**src/rtl/dm_access_seq.sv**
```systemverilog
// dm_access_seq
//   Sequences one MEM-stage load/store at a time onto the data-memory
//   byte-lane controller. A request is accepted in IDLE, checked for
//   alignment, issued for exactly one ACCESS cycle, and (for loads) waits
//   RD_LAT cycles for read data before a one-cycle response pulse.
//   Misaligned requests skip the memory and answer with an error pulse.
//
// Parameters
//   RD_LAT    : data-memory read latency after the access cycle (1..3)
//
// Ports
//   clk, rstn                  : clock, asynchronous active-low reset
//   req_valid/req_we/req_addr/req_wdata/req_ctrl : access request
//   flush                      : synchronous cancel of the current access
//   req_ready                  : request accepted this cycle (combinational)
//   stall                      : pipeline hold (combinational)
//   rsp_valid/rsp_err/rsp_rdata: registered completion pulse, error, data
//   dm_en/dm_mem_w/dm_addr/dm_wdata/dm_ctrl : registered controls to the
//                                byte-lane controller
//   dm_rdata                   : aligned, extended read data from it
module dm_access_seq #(
  parameter int unsigned RD_LAT = 1
) (
  input  logic        clk,
  input  logic        rstn,
  input  logic        req_valid,
  input  logic        req_we,
  input  logic [31:0] req_addr,
  input  logic [31:0] req_wdata,
  input  logic [2:0]  req_ctrl,
  input  logic        flush,
  output logic        req_ready,
  output logic        stall,
  output logic        rsp_valid,
  output logic        rsp_err,
  output logic [31:0] rsp_rdata,
  output logic        dm_en,
  output logic        dm_mem_w,
  output logic [31:0] dm_addr,
  output logic [31:0] dm_wdata,
  output logic [2:0]  dm_ctrl,
  input  logic [31:0] dm_rdata
);

  // Width codes shared with the byte-lane controller. Byte codes
  // (dm_byte = 3, dm_byte_unsigned = 4) need no alignment check.
  localparam logic [2:0] DM_WORD              = 3'd0;
  localparam logic [2:0] DM_HALFWORD          = 3'd1;
  localparam logic [2:0] DM_HALFWORD_UNSIGNED = 3'd2;

  localparam logic [1:0] LAT_INIT = 2'(RD_LAT);

  typedef enum logic [2:0] {
    IDLE   = 3'd0,
    ACCESS = 3'd1,
    WAIT   = 3'd2,
    RESP   = 3'd3,
    ERR    = 3'd4
  } state_t;

  state_t      state_q, state_d;
  logic [1:0]  cnt_q, cnt_d;
  logic [31:0] addr_q, addr_d;
  logic        we_q, we_d;
  logic [31:0] wdata_q, wdata_d;
  logic [2:0]  ctrl_q, ctrl_d;

  logic        rsp_valid_q, rsp_valid_d;
  logic        rsp_err_q, rsp_err_d;
  logic [31:0] rsp_rdata_q, rsp_rdata_d;
  logic        dm_en_q, dm_en_d;
  logic        dm_mem_w_q, dm_mem_w_d;
  logic [31:0] dm_addr_q, dm_addr_d;
  logic [31:0] dm_wdata_q, dm_wdata_d;
  logic [2:0]  dm_ctrl_q, dm_ctrl_d;

  logic        misaligned;
  logic        capture;
  logic        addr_hold;

  assign req_ready = (state_q == IDLE) && !flush;
  assign stall     = (state_q == ACCESS) || (state_q == WAIT) ||
                     ((state_q == IDLE) && req_valid);

  assign misaligned =
      ((req_ctrl == DM_WORD) && (req_addr[1:0] != 2'b00)) ||
      (((req_ctrl == DM_HALFWORD) || (req_ctrl == DM_HALFWORD_UNSIGNED)) &&
       req_addr[0]);

  // Next-state and request latches
  always_comb begin
    state_d = state_q;
    cnt_d   = cnt_q;
    addr_d  = addr_q;
    we_d    = we_q;
    wdata_d = wdata_q;
    ctrl_d  = ctrl_q;
    capture = 1'b0;

    case (state_q)
      IDLE: begin
        if (req_valid && req_ready) begin
          addr_d  = req_addr;
          we_d    = req_we;
          wdata_d = req_wdata;
          ctrl_d  = req_ctrl;
          state_d = misaligned ? ERR : ACCESS;
        end
      end
      ACCESS: begin
        if (we_q) begin
          state_d = RESP;
        end else begin
          state_d = WAIT;
          cnt_d   = LAT_INIT;
        end
      end
      WAIT: begin
        cnt_d = cnt_q - 2'd1;
        if (cnt_q == 2'd1) begin
          // Read data is valid this cycle; it becomes the response data.
          state_d = RESP;
          capture = 1'b1;
        end
      end
      RESP:    state_d = IDLE;
      ERR:     state_d = IDLE;
      default: state_d = IDLE;
    endcase

    // A cancel drops whatever is in flight, including a pending capture,
    // so no response is issued for it.
    if (flush && (state_q != IDLE)) begin
      state_d = IDLE;
      cnt_d   = 2'd0;
      capture = 1'b0;
    end
  end

  // Registered outputs are derived from the state being entered so they
  // line up with that state in the following cycle.
  always_comb begin
    addr_hold   = (state_d == ACCESS) || (state_d == WAIT) || (state_d == RESP);
    rsp_valid_d = (state_d == RESP) || (state_d == ERR);
    rsp_err_d   = (state_d == ERR);
    rsp_rdata_d = rsp_rdata_q;
    if (state_d == ERR) begin
      rsp_rdata_d = 32'd0;
    end else if (state_d == RESP) begin
      rsp_rdata_d = capture ? dm_rdata : 32'd0;
    end
    dm_en_d    = (state_d == ACCESS);
    dm_mem_w_d = (state_d == ACCESS) && we_d;
    dm_addr_d  = addr_hold ? addr_d : 32'd0;
    dm_ctrl_d  = addr_hold ? ctrl_d : 3'd0;
    dm_wdata_d = (state_d == ACCESS) ? wdata_d : 32'd0;
  end

  always_ff @(posedge clk or negedge rstn) begin
    if (!rstn) begin
      state_q     <= IDLE;
      cnt_q       <= 2'd0;
      addr_q      <= 32'd0;
      we_q        <= 1'b0;
      wdata_q     <= 32'd0;
      ctrl_q      <= 3'd0;
      rsp_valid_q <= 1'b0;
      rsp_err_q   <= 1'b0;
      rsp_rdata_q <= 32'd0;
      dm_en_q     <= 1'b0;
      dm_mem_w_q  <= 1'b0;
      dm_addr_q   <= 32'd0;
      dm_wdata_q  <= 32'd0;
      dm_ctrl_q   <= 3'd0;
    end else begin
      state_q     <= state_d;
      cnt_q       <= cnt_d;
      addr_q      <= addr_d;
      we_q        <= we_d;
      wdata_q     <= wdata_d;
      ctrl_q      <= ctrl_d;
      rsp_valid_q <= rsp_valid_d;
      rsp_err_q   <= rsp_err_d;
      rsp_rdata_q <= rsp_rdata_d;
      dm_en_q     <= dm_en_d;
      dm_mem_w_q  <= dm_mem_w_d;
      dm_addr_q   <= dm_addr_d;
      dm_wdata_q  <= dm_wdata_d;
      dm_ctrl_q   <= dm_ctrl_d;
    end
  end

  assign rsp_valid = rsp_valid_q;
  assign rsp_err   = rsp_err_q;
  assign rsp_rdata = rsp_rdata_q;
  assign dm_en     = dm_en_q;
  assign dm_mem_w  = dm_mem_w_q;
  assign dm_addr   = dm_addr_q;
  assign dm_wdata  = dm_wdata_q;
  assign dm_ctrl   = dm_ctrl_q;

endmodule

```
**config.mk**
```make
export PLATFORM = sky130hd
export DESIGN_NAME = dm_access_seq
export DESIGN_NICKNAME = d
export VERILOG_FILES = /design/src/rtl/dm_access_seq.sv
export SDC_FILE = /design/constraint.sdc
export NUM_CORES = 1
export LEC_CHECK = 0
export CAP_MARGIN = 30
export CORE_MARGIN = 5
export CORE_UTILIZATION = 39
export DETAILED_ROUTE_END_ITERATION = 16
export PLACE_DENSITY = 0.76
export SYNTH_ARGS = -nofsm -noshare
export SYNTH_HDL_FRONTEND = slang
export SYNTH_SLANG_ARGS = --single-unit
```
**constraint.sdc**
```tcl
create_clock -name clk -period 2 [get_ports clk]
set_input_delay 0.4 -clock clk [delete_from_list [all_inputs] [get_ports clk]]
set_output_delay 0.4 -clock clk [all_outputs]
set_load 0.05 [all_outputs]
```
==> results of run 1 <==
## Yosys cell counts, types with 2 or more instances
library cell / instances
buf_6: 4
clkbuf_1: 24
a211oi_1: 2
and3_1: 33
mux2_4: 32
inv_1: 4
dfrtp_1: 144
nor3b_1: 35
a21oi_1: 3
o32ai_1: 2
nor2_1: 8
nor3_1: 4
a22o_1: 32
nand2_1: 6
buf_2: 3
mux2_2: 3
## repair_timing
action,4_1_cts,5_1_grt
pin swaps,1,1
endpoints found under the hold margin,53,0
gates resized for setup,23,32
cloned,2,1
hold buffers,1,0
setup endpoints to repair,50,63
setup buffers,1,2
## state kept, by name, indices dropped and copies added, names as in the netlist
| register | count |
|---|---|
| dm_mem_w | 1 |
| dm_wdata | 32 |
| dm_ctrl | 3 |
| addr_q | 32 |
| rsp_err | 1 |
| dm_en | 1 |
| we_q | 1 |
| state_q | 3 |
| rsp_valid | 1 |
| dm_addr | 32 |
| cnt_q | 2 |
| rsp_rdata | 32 |
| ctrl_q | 3 |
## per-stage QoR
step | setup TNS [ns] | setup slack [ns] | hold slack [ns] | cells | power, mW
finish | 0 | 0.01549 | 0.4914 | 775 | 13.81
global route | -0.5360 | -0.02912 | 0.5001 | 775 | 14.43
CTS | -0.3042 | -0.02835 | 0.4908 | 772 | 13.87
floorplan | 0 | 0.0009239 | 0.1044 | 357 | 8.092
detailed placement | -50.02 | -0.5693 | 0.4092 | 736 | 10.33
global placement | -47.34 | -0.5151 | 0.3968 | 736 | 10.16
## layer usage
layer,vias to the layer above,part of all wire,GRT usage
met4,0,0.020,0.06435
li1,1728,-,-
met5,-,0,0
met1,1895,0.41,0.2147
met3,26,0.071,0.06221
met2,131,0.50,0.2989
## where the power goes
group          leakage, nW  switching [mW]  internal, mW  total [mW]
clock network        0.319            1.14          2.29        3.43
logic                 2.31            3.54          2.60        6.14
registers             1.89           0.370          3.86        4.23
total                 4.51            5.05          8.76        13.8
## area by class of cell
class,instances,area [µm²],share of cell area
timing repair buffer,241,2567,0.2955
tap,176,220.2,0.02534
sequential,144,3603,0.4147
clock inverter,8,148.9,0.01713
multi-input combinational,178,1623,0.1868
clock buffer,24,511.7,0.05889
inverter,4,15.01,0.001728
## worst min path at each step
stage | from | endpoint | slack, ns
after CTS | addr_q[8] | addr_q[8] | 0.49
after global routing | ctrl_q[1] | ctrl_q[1] | 0.50
after global placement | rstn | addr_q[9] | 0.40
after detailed placement | rstn | dm_addr[10] | 0.41
after floorplan | rstn | addr_q[0] | 0.10
final | addr_q[23] | addr_q[23] | 0.49
## worst reg2reg max path: stages (launching register included)
cell	delay, ns
dfrtp_1	0.37
or3b_4	0.40
or3_4	0.44
clkbuf_16	0.21
mux2_4	0.31
nor3b_1	0.14
## logic make-up (layout without fill, tap and decap cells)
group | count (synthesis) | count (layout) | share of synthesized area
AOI/OAI and AO/OA | 47 | 47 | 0.07431
adders and majority gates | 1 | 1 | 0.002359
DFF | 144 | 144 | 0.6794
and+or+nand+nor | 93 | 93 | 0.1123
xor gates and xnor gates | 1 | 1 | 0.001652
muxes | 36 | 36 | 0.09884
buffers and inverters | 35 | 277 | 0.03114
==> impl_table.tex, run 1 <==
\begin{tabular}{lr}
\hline
Metric & Value \\
\hline
\multicolumn{2}{l}{\textbf{Finish}} \\
\quad Commonest non-fill, non-tap cell in the layout & clkdlybuf4s50\_1 \\
\quad Inserted Diodes & 0 \\
\quad Fin area & 8690 µm² \\
\quad Area Overhead vs Synth & 63.84\% \\
\quad Commonest cells after routing, fill and taps aside & clkdlybuf4s50\_1, dfrtp\_1, and3\_1, mux2\_4, a22o\_1 \\
\quad Share of layout cells above drive strength 1 & 0.1953 \\
\quad Final net count & 691 \\
\quad Post-route core utilization & 0.6536 \\
\quad Filler cell count & 991 \\
\multicolumn{2}{l}{\textbf{STA}} \\
\quad Minimum period implied by the final worst setup slack & 1.985 ns \\
\quad Final hold vios & 0 \\
\quad Worst slew margin relative to its limit & 0.6315 \\
\quad Period Utilization, post-route & 0.9923 \\
\quad Setup repair after global routing missed its margin & yes \\
\quad Achievable frequency & 503.9 MHz \\
\quad Worst-margin pin slew & 0.5518 ns \\
\quad Max-slew violation count & 0 \\
\quad Fin Clk Skew & just under 0.005 ns \\
\quad Number of setup violations in the final report & 0 \\
\multicolumn{2}{l}{\textbf{Floorplan}} \\
\quad \# rows & 42 \\
\quad Die height & 126.6 µm \\
\quad Placeable core region & 13300 µm² \\
\quad Overall die width & 126.6 µm \\
\quad I/O Pins & 209 \\
\quad Initial Utilization & 0.3989 \\
\quad Area of the die & 16030 µm² \\
\multicolumn{2}{l}{\textbf{Setup path}} \\
\quad Capture point of the critical path & dm\_addr[29] \\
\quad Worst reg2reg startpoint & state\_q[1] \\
\quad Crit. End Element & register \\
\quad Largest fanout of any net on the critical path & 6 \\
\quad Startpoint of the worst setup timing path & state\_q[1] \\
\quad CP delay by family, top & simple AND/OR/NAND/NOR gates \\
\quad Slowest library cell on the worst path & or3\_4 \\
\quad Critical path startpoint category & register \\
\quad Arrival @ worst endpoint & 2.28 ns \\
\quad R2r endpoint & dm\_addr[29] \\
\quad Internal reg-to-reg setup slack & around 0.015 ns \\
\quad Number of cells on the critical path & 5 \\
\quad Combined buffer and inverter count along the critical path & 1 \\
\quad Req. time, crit path & 2.29 ns \\
\quad Crit-path cells & or3b\_4 > or3\_4 > clkbuf\_16 > mux2\_4 > nor3b\_1 \\
\quad Worst stage delay on the critical path & 0.44 ns \\
\quad Critical path type & reg -> reg \\
\quad Cell depth of the worst flop-to-flop path & 5 \\
\multicolumn{2}{l}{\textbf{Place}} \\
\quad \# port buffers & 208 \\
\quad DP Area & approximately 8000 µm² \\
\quad GP Congestion & 0.8230 \\
\quad HPWL after detailed placement & approximately 10000 µm \\
\multicolumn{2}{l}{\textbf{Synthesis}} \\
\quad Fraction of the yosys area taken by sequential cells & 0.6794 \\
\quad Prevailing post-synth register cell & dfrtp\_1 \\
\quad Number of synthesis warnings & 0 \\
\quad Fraction of registers with async set or reset after synthesis & 1.000 \\
\quad Synthesized area per cell & 14.86 µm² \\
\quad Number of unique standard cell types used by synthesis & 34 \\
\quad Area contributors post-synth & dfrtp\_1, mux2\_4, a22o\_1, nor3b\_1, and3\_1 \\
\quad Netlist area before placement & 5304 µm² \\
\quad Largest area contributor in the synthesized netlist & dfrtp\_1 \\
\quad Syn\_nets & about 460 \\
\quad Cell count after synthesis & 357 \\
\quad Share of the synthesized area in the top cell type & 0.6794 \\
\quad Number of enable-type register cells in the synthesized netlist & 0 \\
\quad Flip-flop and latch count after synthesis & 144 \\
\multicolumn{2}{l}{\textbf{Worst hold path}} \\
\quad Worst hold path stage count & 1 \\
\quad Class of the most critical hold timing path & reg -> reg \\
\multicolumn{2}{l}{\textbf{Clocking}} \\
\quad Clock tree root buffer cell & clkbuf\_16 \\
\quad Number of sinks handled by clock tree synthesis & 144 \\
\quad Clock Latency Late Sink & 0.41 ns \\
\quad \# H-tree levels & 4 \\
\quad Bufs on Longest Clock Path & 2 \\
\quad Clock slew at the register clock pins of the worst setup and hold paths & 0.06 ns \\
\quad TritonCTS clock tree & yes \\
\quad Number of buffers created by CTS & 17 \\
\multicolumn{2}{l}{\textbf{Power}} \\
\quad Worst-case vdd ir drop & 684.6 µV \\
\quad Total power density per cell area & 1589 nW/µm² \\
\quad Static leakage & 4.514 nW \\
\multicolumn{2}{l}{\textbf{Global route}} \\
\quad GRT Residual Overflow & 0 \\
\quad Number of antenna violations at the first check in global routing & 0 \\
\quad Via count of the first global-routing pass & around 4.2k \\
\quad Global-route wire length before repair & 22390 µm \\
\quad Pin count of the biggest net entering global routing & 57 \\
\quad GRT Total Usage & 0.1787 \\
\multicolumn{2}{l}{\textbf{Drt}} \\
\quad Violation count after the first detailed-route iteration & 121 \\
\quad Routed length per instance & 18.18 µm \\
\quad Post-DR vias/cell & 4.877 \\
\quad Antenna-violating nets left & 0 \\
\quad Drt drc & 0 \\
\quad DR vias & roughly 3.8k \\
\quad Wire length reported by the detailed router & 14090 µm \\
\quad Number of optimization iterations in the first detailed-route pass & 4 \\
\multicolumn{2}{l}{\textbf{Run}} \\
\quad Maximum capacitance violations & 0 \\
\multicolumn{2}{l}{\textbf{Status}} \\
\quad Status & complete, no violations \\
\hline
\end{tabular}
No activity file was read; power rests on OpenSTA's default activity.
==> run 2: changes to the inputs <==
--- a/config.mk
+++ b/config.mk
@@ -10,6 +10,7 @@
 export CORE_UTILIZATION = 39
 export DETAILED_ROUTE_END_ITERATION = 16
 export PLACE_DENSITY = 0.76
+export SLEW_MARGIN = 20
 export SYNTH_ARGS = -nofsm -noshare
 export SYNTH_HDL_FRONTEND = slang
 export SYNTH_SLANG_ARGS = --single-unit
==> constraint.sdc (replaced) <==
create_clock -name clk -period 2 [get_ports clk]
set_input_delay 0.3 -clock clk [delete_from_list [all_inputs] [get_ports clk]]
set_output_delay 0.3 -clock clk [all_outputs]
set_load 0.05 [all_outputs]
==> run 2 against run 1 <==
Effect of this change: non-clock buffer count decreased by 8; power down 0.90%; hold slack got worse by 0.11 ns; clock skew increased by 0.0058 ns; wire length fell by 2.3%; design area is 2.4% lower; highest routed layer unchanged; fmax up 1.4%; utilization fell by 1.6 points; flip-flop and latch count unchanged; largest power group unchanged.
==> impl_table.tex, run 2 (same netlist as run 1, synthesis figures left out) <==
\begin{tabular}{lr}
\hline
Metric & Value \\
\hline
\multicolumn{2}{l}{\textbf{Status}} \\
\quad Status & complete, no violations \\
\multicolumn{2}{l}{\textbf{Finish}} \\
\quad Combined area of the multi-input logic cells & 1590 µm² (-2.0\%) \\
\quad Sequential cell area & 3603 µm² (unchanged) \\
\quad Post-route core utilization & 0.6379 (-0.01572) \\
\quad Commonest cells after routing, fill and taps aside & clkdlybuf4s50\_1, dfrtp\_1, nor3b\_1, and3\_1 \\
\quad Share of layout cells above drive strength 1 & 0.1763 (-0.01905) \\
\quad Area Overhead vs Synth & 59.90\% \\
\quad Commonest non-fill, non-tap cell in the layout & clkdlybuf4s50\_1 \\
\quad Fin cells & 766 (-1.2\%) \\
\quad Fin area & 8481 µm² (-2.4\%) \\
\quad Filler cell count & 965 (-2.6\%) \\
\quad Final net count & 683 (-1.2\%) \\
\quad Inserted Diodes & 0 (unchanged) \\
\multicolumn{2}{l}{\textbf{STA}} \\
\quad Setup repair after global routing missed its margin & yes \\
\quad Worst-margin pin slew & 0.5451 ns (-0.006744 ns) \\
\quad Period Utilization, post-route & 0.9788 (-0.01342) \\
\quad Final hold vios & 0 (unchanged) \\
\quad Achievable frequency & 510.8 MHz (+1.4\%) \\
\quad Max-slew violation count & 0 (unchanged) \\
\quad Worst slew margin relative to its limit & 0.6355 (+0.003959) \\
\quad Fin Clk Skew & 0.01072 ns (+0.005750 ns) \\
\quad Total Neg Setup Slack & 0 ns (unchanged) \\
\quad Number of setup violations in the final report & 0 (unchanged) \\
\quad Minimum period implied by the final worst setup slack & 1.958 ns (-0.02683 ns) \\
\multicolumn{2}{l}{\textbf{Place}} \\
\quad HPWL after detailed placement & 9681 µm (-0.88\%) \\
\quad \# port buffers & 208 (unchanged) \\
\quad DP Area & 7784 µm² (-0.42\%) \\
\quad Placed Cells incl. Taps & 733 (-0.41\%) \\
\quad GP Congestion & 0.7987 (-3.0\%) \\
\multicolumn{2}{l}{\textbf{Setup path}} \\
\quad Critical path type & reg -> reg \\
\quad Req. time, crit path & 2.29 ns (about the same) \\
\quad Arrival @ worst endpoint & 2.25 ns (-0.03 ns) \\
\quad Crit. End Element & register \\
\quad Largest fanout of any net on the critical path & 14 (+8) \\
\quad Critical path startpoint category & register \\
\multicolumn{2}{l}{\textbf{Drt}} \\
\quad Post-DR vias/cell & 4.927 (+1.0\%) \\
\quad Routed length per instance & 17.97 µm (-1.1\%) \\
\quad Violation count after the first detailed-route iteration & 129 (+6.6\%) \\
\quad Wire length reported by the detailed router & 13770 µm (-2.3\%) \\
\quad Drt drc & 0 (unchanged) \\
\quad Antenna-violating nets left & 0 (unchanged) \\
\quad DR vias & 3774 (-0.16\%) \\
\quad Number of optimization iterations in the first detailed-route pass & 4 (unchanged) \\
\multicolumn{2}{l}{\textbf{Floorplan}} \\
\quad \# rows & 42 (unchanged) \\
\quad I/O Pins & 209 (unchanged) \\
\quad Initial Utilization & 0.3989 (unchanged) \\
\quad Placeable core region & 13300 µm² (unchanged) \\
\quad Overall die width & 126.6 µm (unchanged) \\
\quad Area of the die & 16030 µm² (unchanged) \\
\quad Die height & 126.6 µm (unchanged) \\
\multicolumn{2}{l}{\textbf{Clocking}} \\
\quad \# H-tree levels & 4 (unchanged) \\
\quad Bufs on Longest Clock Path & 2 (unchanged) \\
\quad Post CTS Setup Buffer Count & 0 (-1) \\
\quad TritonCTS clock tree & yes \\
\quad Clock Latency Late Sink & 0.42 ns (about the same) \\
\quad Clock tree root buffer cell & clkbuf\_16 \\
\quad Number of sinks handled by clock tree synthesis & 144 (unchanged) \\
\quad Clock slew at the register clock pins of the worst setup and hold paths & 0.06 ns (about the same) \\
\quad Number of buffers created by CTS & 17 (unchanged) \\
\multicolumn{2}{l}{\textbf{Global route}} \\
\quad Global-route wire length before repair & 22010 µm (-1.7\%) \\
\quad Number of antenna violations at the first check in global routing & 0 (unchanged) \\
\quad Pin count of the biggest net entering global routing & 48 (-16\%) \\
\quad Via count of the first global-routing pass & 4067 (-3.2\%) \\
\quad GRT Residual Overflow & 0 (unchanged) \\
\quad GRT Total Usage & 0.1759 (-0.002825) \\
\multicolumn{2}{l}{\textbf{Power}} \\
\quad Total power density per cell area & 1613 nW/µm² (+1.5\%) \\
\quad Static leakage & 3.930 nW (-13\%) \\
\quad Worst-case vdd ir drop & 758.1 µV (+11\%) \\
\multicolumn{2}{l}{\textbf{Run}} \\
\quad Maximum capacitance violations & 0 (unchanged) \\
\multicolumn{2}{l}{\textbf{Worst hold path}} \\
\quad Class of the most critical hold timing path & in -> async \\
\hline
\end{tabular}
run 2: per-stage QoR:
step	worst slack, ns	hold slack (ns)	power (mW)
final	0.04233	0.3825	13.68
after global placement	-0.4174	0.2456	10.13
after global routing	-0.01567	0.4090	14.32
after detailed placement	-0.4408	0.2555	10.27
after CTS	0.007351	0.3816	13.81
after floorplan	0.02128	0.004409	8.092
run 2: final timing paths:
path	from	endpoint	slack, ns	cells after the start
max	state_q[1]	dm_addr[27]	0.04	5
min	rstn	addr_q[7]	0.38	2
max reg2reg	state_q[1]	dm_addr[27]	0.04	5
min reg2reg	ctrl_q[1]	ctrl_q[1]	0.49	1
max in group asynchronous	rstn	rsp_rdata[17]	0.95	3
min in group clk	req_wdata[19]	dm_wdata[19]	0.44	2
run 2: power by group:
group	switching [mW]	internal [mW]	total (mW)
logic	3.45	2.56	6.01
clock network	1.18	2.24	3.42
registers	0.383	3.86	4.25
total	5.02	8.66	13.7
run 2: repair_timing:
item                       in CTS  in global routing
hold endpoints to repair       41                  0
hold buffers                    1                  0
cloned                          1                  0
gates resized for setup         2                  1
setup endpoints to repair      34                 27
pin swaps                       1                  1
run 2: worst max-delay path, stage by stage, from the launching register on:
cell and delay, ns:
dfrtp_1 0.38, or3b_1 0.39, or3_4 0.41, buf_12 0.19
mux2_4 0.30, nor3b_2 0.15
run 2: area by class of cell:
| type | count | area share |
|---|---|---|
| multi-input combinational | 178 | 0.1875 |
| timing repair buffer | 233 | 0.2831 |
| tap | 176 | 0.02597 |
| clock buffer | 18 | 0.05179 |
| inverter | 4 | 0.001770 |
| clock inverter | 13 | 0.02493 |
| sequential | 144 | 0.4249 |
run 2: layer usage:
| layer | vias to the layer above | wire length (µm) | GRT usage |
|---|---|---|---|
| li1 | 1708 | - | - |
| met1 | 1903 | 5434 | 0.2060 |
| met2 | 142 | 6937 | 0.2917 |
| met3 | 21 | 1185 | 0.07692 |
| met4 | 0 | 207 | 0.05678 |
| met5 | - | 0 | 0 |
==> run 3: changes to the inputs <==
--- a/config.mk
+++ b/config.mk
@@ -6,9 +6,9 @@
 export NUM_CORES = 1
 export LEC_CHECK = 0
 export CAP_MARGIN = 30
-export CORE_MARGIN = 5
 export CORE_UTILIZATION = 39
 export DETAILED_ROUTE_END_ITERATION = 16
+export GPL_TIMING_DRIVEN = 0
 export PLACE_DENSITY = 0.76
 export SLEW_MARGIN = 20
 export SYNTH_ARGS = -nofsm -noshare
==> run 3 against run 2 <==
Effect of this change: the run now ends with setup timing left; hold slack better by 0.060 ns; flip-flop and latch count unchanged; largest power group unchanged; highest routed layer unchanged; critical path type unchanged; fmax down 5.3%.
==> impl_table.tex, run 3 (same netlist as run 1, synthesis figures left out) <==
\begin{tabular}{lr}
\hline
Metric & Value \\
\hline
\multicolumn{2}{l}{\textbf{Clocking}} \\
\quad Clock tree root buffer cell & clkbuf\_16 \\
\quad Number of sinks handled by clock tree synthesis & 144 (unchanged) \\
\quad \# H-tree levels & 4 (unchanged) \\
\quad Bufs on Longest Clock Path & 2 (unchanged) \\
\quad Number of buffers created by CTS & 17 (unchanged) \\
\quad Clock slew at the register clock pins of the worst setup and hold paths & 0.06 ns (about the same) \\
\quad TritonCTS clock tree & yes \\
\quad Clock Latency Late Sink & 0.41 ns (about the same) \\
\multicolumn{2}{l}{\textbf{Global route}} \\
\quad Via count of the first global-routing pass & 3989 (-1.9\%) \\
\quad GRT Total Usage & 0.1942 (+0.01831) \\
\quad Global-route wire length before repair & 20950 µm (-4.8\%) \\
\quad Pin count of the biggest net entering global routing & 79 (+65\%) \\
\quad Number of antenna violations at the first check in global routing & 0 (unchanged) \\
\quad GRT Residual Overflow & 0 (unchanged) \\
\multicolumn{2}{l}{\textbf{STA}} \\
\quad Setup repair after global routing missed its margin & yes \\
\quad Fin Clk Skew & 0.006007 ns (-0.004715 ns) \\
\quad Minimum period implied by the final worst setup slack & 2.068 ns (+0.1105 ns) \\
\quad Final hold vios & 0 (unchanged) \\
\quad Worst slew margin relative to its limit & 0.6303 (-0.005216) \\
\quad Achievable frequency & 483.5 MHz (-5.3\%) \\
\quad Total Neg Setup Slack & -1.603 ns (-1.603 ns) \\
\quad Final worst slack & -0.06814 ns (-0.1105 ns) \\
\quad Period Utilization, post-route & 1.034 (+0.05523) \\
\quad Max-slew violation count & 0 (unchanged) \\
\quad Worst Hold Slack & 0.4425 ns (+0.05994 ns) \\
\quad Number of setup violations in the final report & 35 (+35) \\
\quad Worst-margin pin slew & 0.5529 ns (+0.007799 ns) \\
\multicolumn{2}{l}{\textbf{Drt}} \\
\quad Antenna-violating nets left & 0 (unchanged) \\
\quad Wire length reported by the detailed router & 13200 µm (-4.1\%) \\
\quad DR vias & 3794 (+0.53\%) \\
\quad Drt drc & 0 (unchanged) \\
\quad Routed length per instance & 16.86 µm (-6.2\%) \\
\quad Post-DR vias/cell & 4.845 (-1.7\%) \\
\quad Number of optimization iterations in the first detailed-route pass & 5 (+1) \\
\quad Violation count after the first detailed-route iteration & 208 (+61\%) \\
\multicolumn{2}{l}{\textbf{Power}} \\
\quad Clk pwr share & 0.225 (-0.025) \\
\quad Switching Fraction & 0.3757 (+0.008994) \\
\quad Total power density per cell area & 1579 nW/µm² (-2.1\%) \\
\quad Pwr Total & 13.30 mW (-2.8\%) \\
\quad Net switching power & 4.998 mW (-0.39\%) \\
\quad Logic pwr share & 0.456 (+0.017) \\
\quad Sequential share of power & 0.319 (+0.009) \\
\quad Internal power of the cells & 8.305 mW (-4.2\%) \\
\quad Static leakage & 3.912 nW (-0.46\%) \\
\quad Worst-case vdd ir drop & 763.4 µV (+0.70\%) \\
\multicolumn{2}{l}{\textbf{Place}} \\
\quad GP Congestion & 0.7892 (-1.2\%) \\
\quad \# port buffers & 208 (unchanged) \\
\quad Worst slack after detailed placement & -0.8287 ns (-0.3879 ns) \\
\quad HPWL after detailed placement & 9160 µm (-5.4\%) \\
\quad Placed Cells incl. Taps & 742 (+1.2\%) \\
\quad DP Area & 7650 µm² (-1.7\%) \\
\multicolumn{2}{l}{\textbf{Finish}} \\
\quad Commonest cells after routing, fill and taps aside & clkdlybuf4s50\_1, dfrtp\_1, nor3b\_1, and3\_1 \\
\quad Area Overhead vs Synth & 58.86\% \\
\quad Share of layout cells above drive strength 1 & 0.1779 (+0.001653) \\
\quad Filler cell count & 1018 (+5.5\%) \\
\quad Final net count & 700 (+2.5\%) \\
\quad Inserted Diodes & 0 (unchanged) \\
\quad Commonest non-fill, non-tap cell in the layout & clkdlybuf4s50\_1 \\
\quad Post-route core utilization & 0.6362 (-0.001626) \\
\quad Fin area & 8426 µm² (-0.65\%) \\
\quad Fin cells & 783 (+2.2\%) \\
\multicolumn{2}{l}{\textbf{Worst hold path}} \\
\quad Class of the most critical hold timing path & in -> async \\
\multicolumn{2}{l}{\textbf{Floorplan}} \\
\quad Area of the die & 14070 µm² (-12\%) \\
\quad Placeable core region & 13240 µm² (-0.40\%) \\
\quad \# rows & 42 (unchanged) \\
\quad Die height & 118.6 µm (-6.3\%) \\
\quad I/O Pins & 209 (unchanged) \\
\quad Overall die width & 118.6 µm (-6.3\%) \\
\quad Initial Utilization & 0.4005 (+0.001583) \\
\multicolumn{2}{l}{\textbf{Setup path}} \\
\quad Worst stage delay on the critical path & 0.42 ns (about the same) \\
\quad Slowest library cell on the worst path & dfrtp\_1 \\
\quad Cell depth of the worst flop-to-flop path & 6 (+1) \\
\quad Internal reg-to-reg setup slack & -0.07 ns (-0.11 ns) \\
\quad R2r endpoint & dm\_addr[12] \\
\quad Largest fanout of any net on the critical path & 7 (-7) \\
\quad Crit. End Element & register \\
\quad Worst reg2reg startpoint & state\_q[0] \\
\quad Req. time, crit path & 2.28 ns (about the same) \\
\quad Critical path type & reg -> reg \\
\quad Critical path startpoint category & register \\
\quad Arrival @ worst endpoint & 2.35 ns (+0.10 ns) \\
\quad Crit-path cells & or3b\_4 > or3\_4 > buf\_12 > clkbuf\_16 > mux2\_4 > nor3b\_1 \\
\multicolumn{2}{l}{\textbf{Status}} \\
\quad Failing checks & setup timing \\
\quad Status & finished with violations \\
\multicolumn{2}{l}{\textbf{Run}} \\
\quad Maximum capacitance violations & 0 (unchanged) \\
\hline
\end{tabular}
run 3: critical path: cells and delay by family (launching register included):
family | cells | cell delay (ns)
buf+inv | 2 | 0.32
mux | 1 | 0.30
simple gates | 3 | 0.90
flops | 1 | 0.42
run 3: power groups by stage:
stage	registers, mW	clock network (mW)	logic [mW]
global placement	4.24	0	5.64
global route	4.33	3.20	6.41
floorplan	6.05	0	2.04
finish	4.24	2.99	6.07
CTS	4.24	3.08	5.95
detailed placement	4.28	0	5.73
run 3: layer usage:
metal,part of all wire,global-route usage
met1,0.41,0.2353
met2,0.50,0.3213
met3,0.069,0.06950
met4,0.015,0.06408
met5,0,0
run 3: final cells by class:
type / instances / area, µm² / share of cell area
clock inverter: 9 / 82.58 / 0.009801
timing repair buffer: 219 / 2212 / 0.2625
sequential: 144 / 3603 / 0.4277
inverter: 4 / 15.01 / 0.001782
buffer: 31 / 211.5 / 0.02510
clock buffer: 22 / 494.2 / 0.05866
tap: 176 / 220.2 / 0.02614
multi-input combinational: 178 / 1587 / 0.1883
run 3: what timing repair did:
action                     CTS  global route
resized for setup           32            23
hold endpoints to repair    66             0
hold buffers                 1             0
setup endpoints to repair   67            58
pin swaps                    1             1
setup buffers                4             4
gates cloned                 0             1
run 3: worst max path at each step:
stage	from	to	slack, ns	depth (start not counted)
CTS	state_q[1]	dm_addr[11]	-0.05	6
global route	state_q[0]	dm_addr[27]	-0.1	6
global placement	rstn	addr_q[24]	-4.80	1
finish	state_q[0]	dm_addr[12]	-0.07	6
detailed placement	req_ctrl[1]	dm_addr[11]	-0.83	6
floorplan	state_q[0]	dm_addr[0]	0.02	6
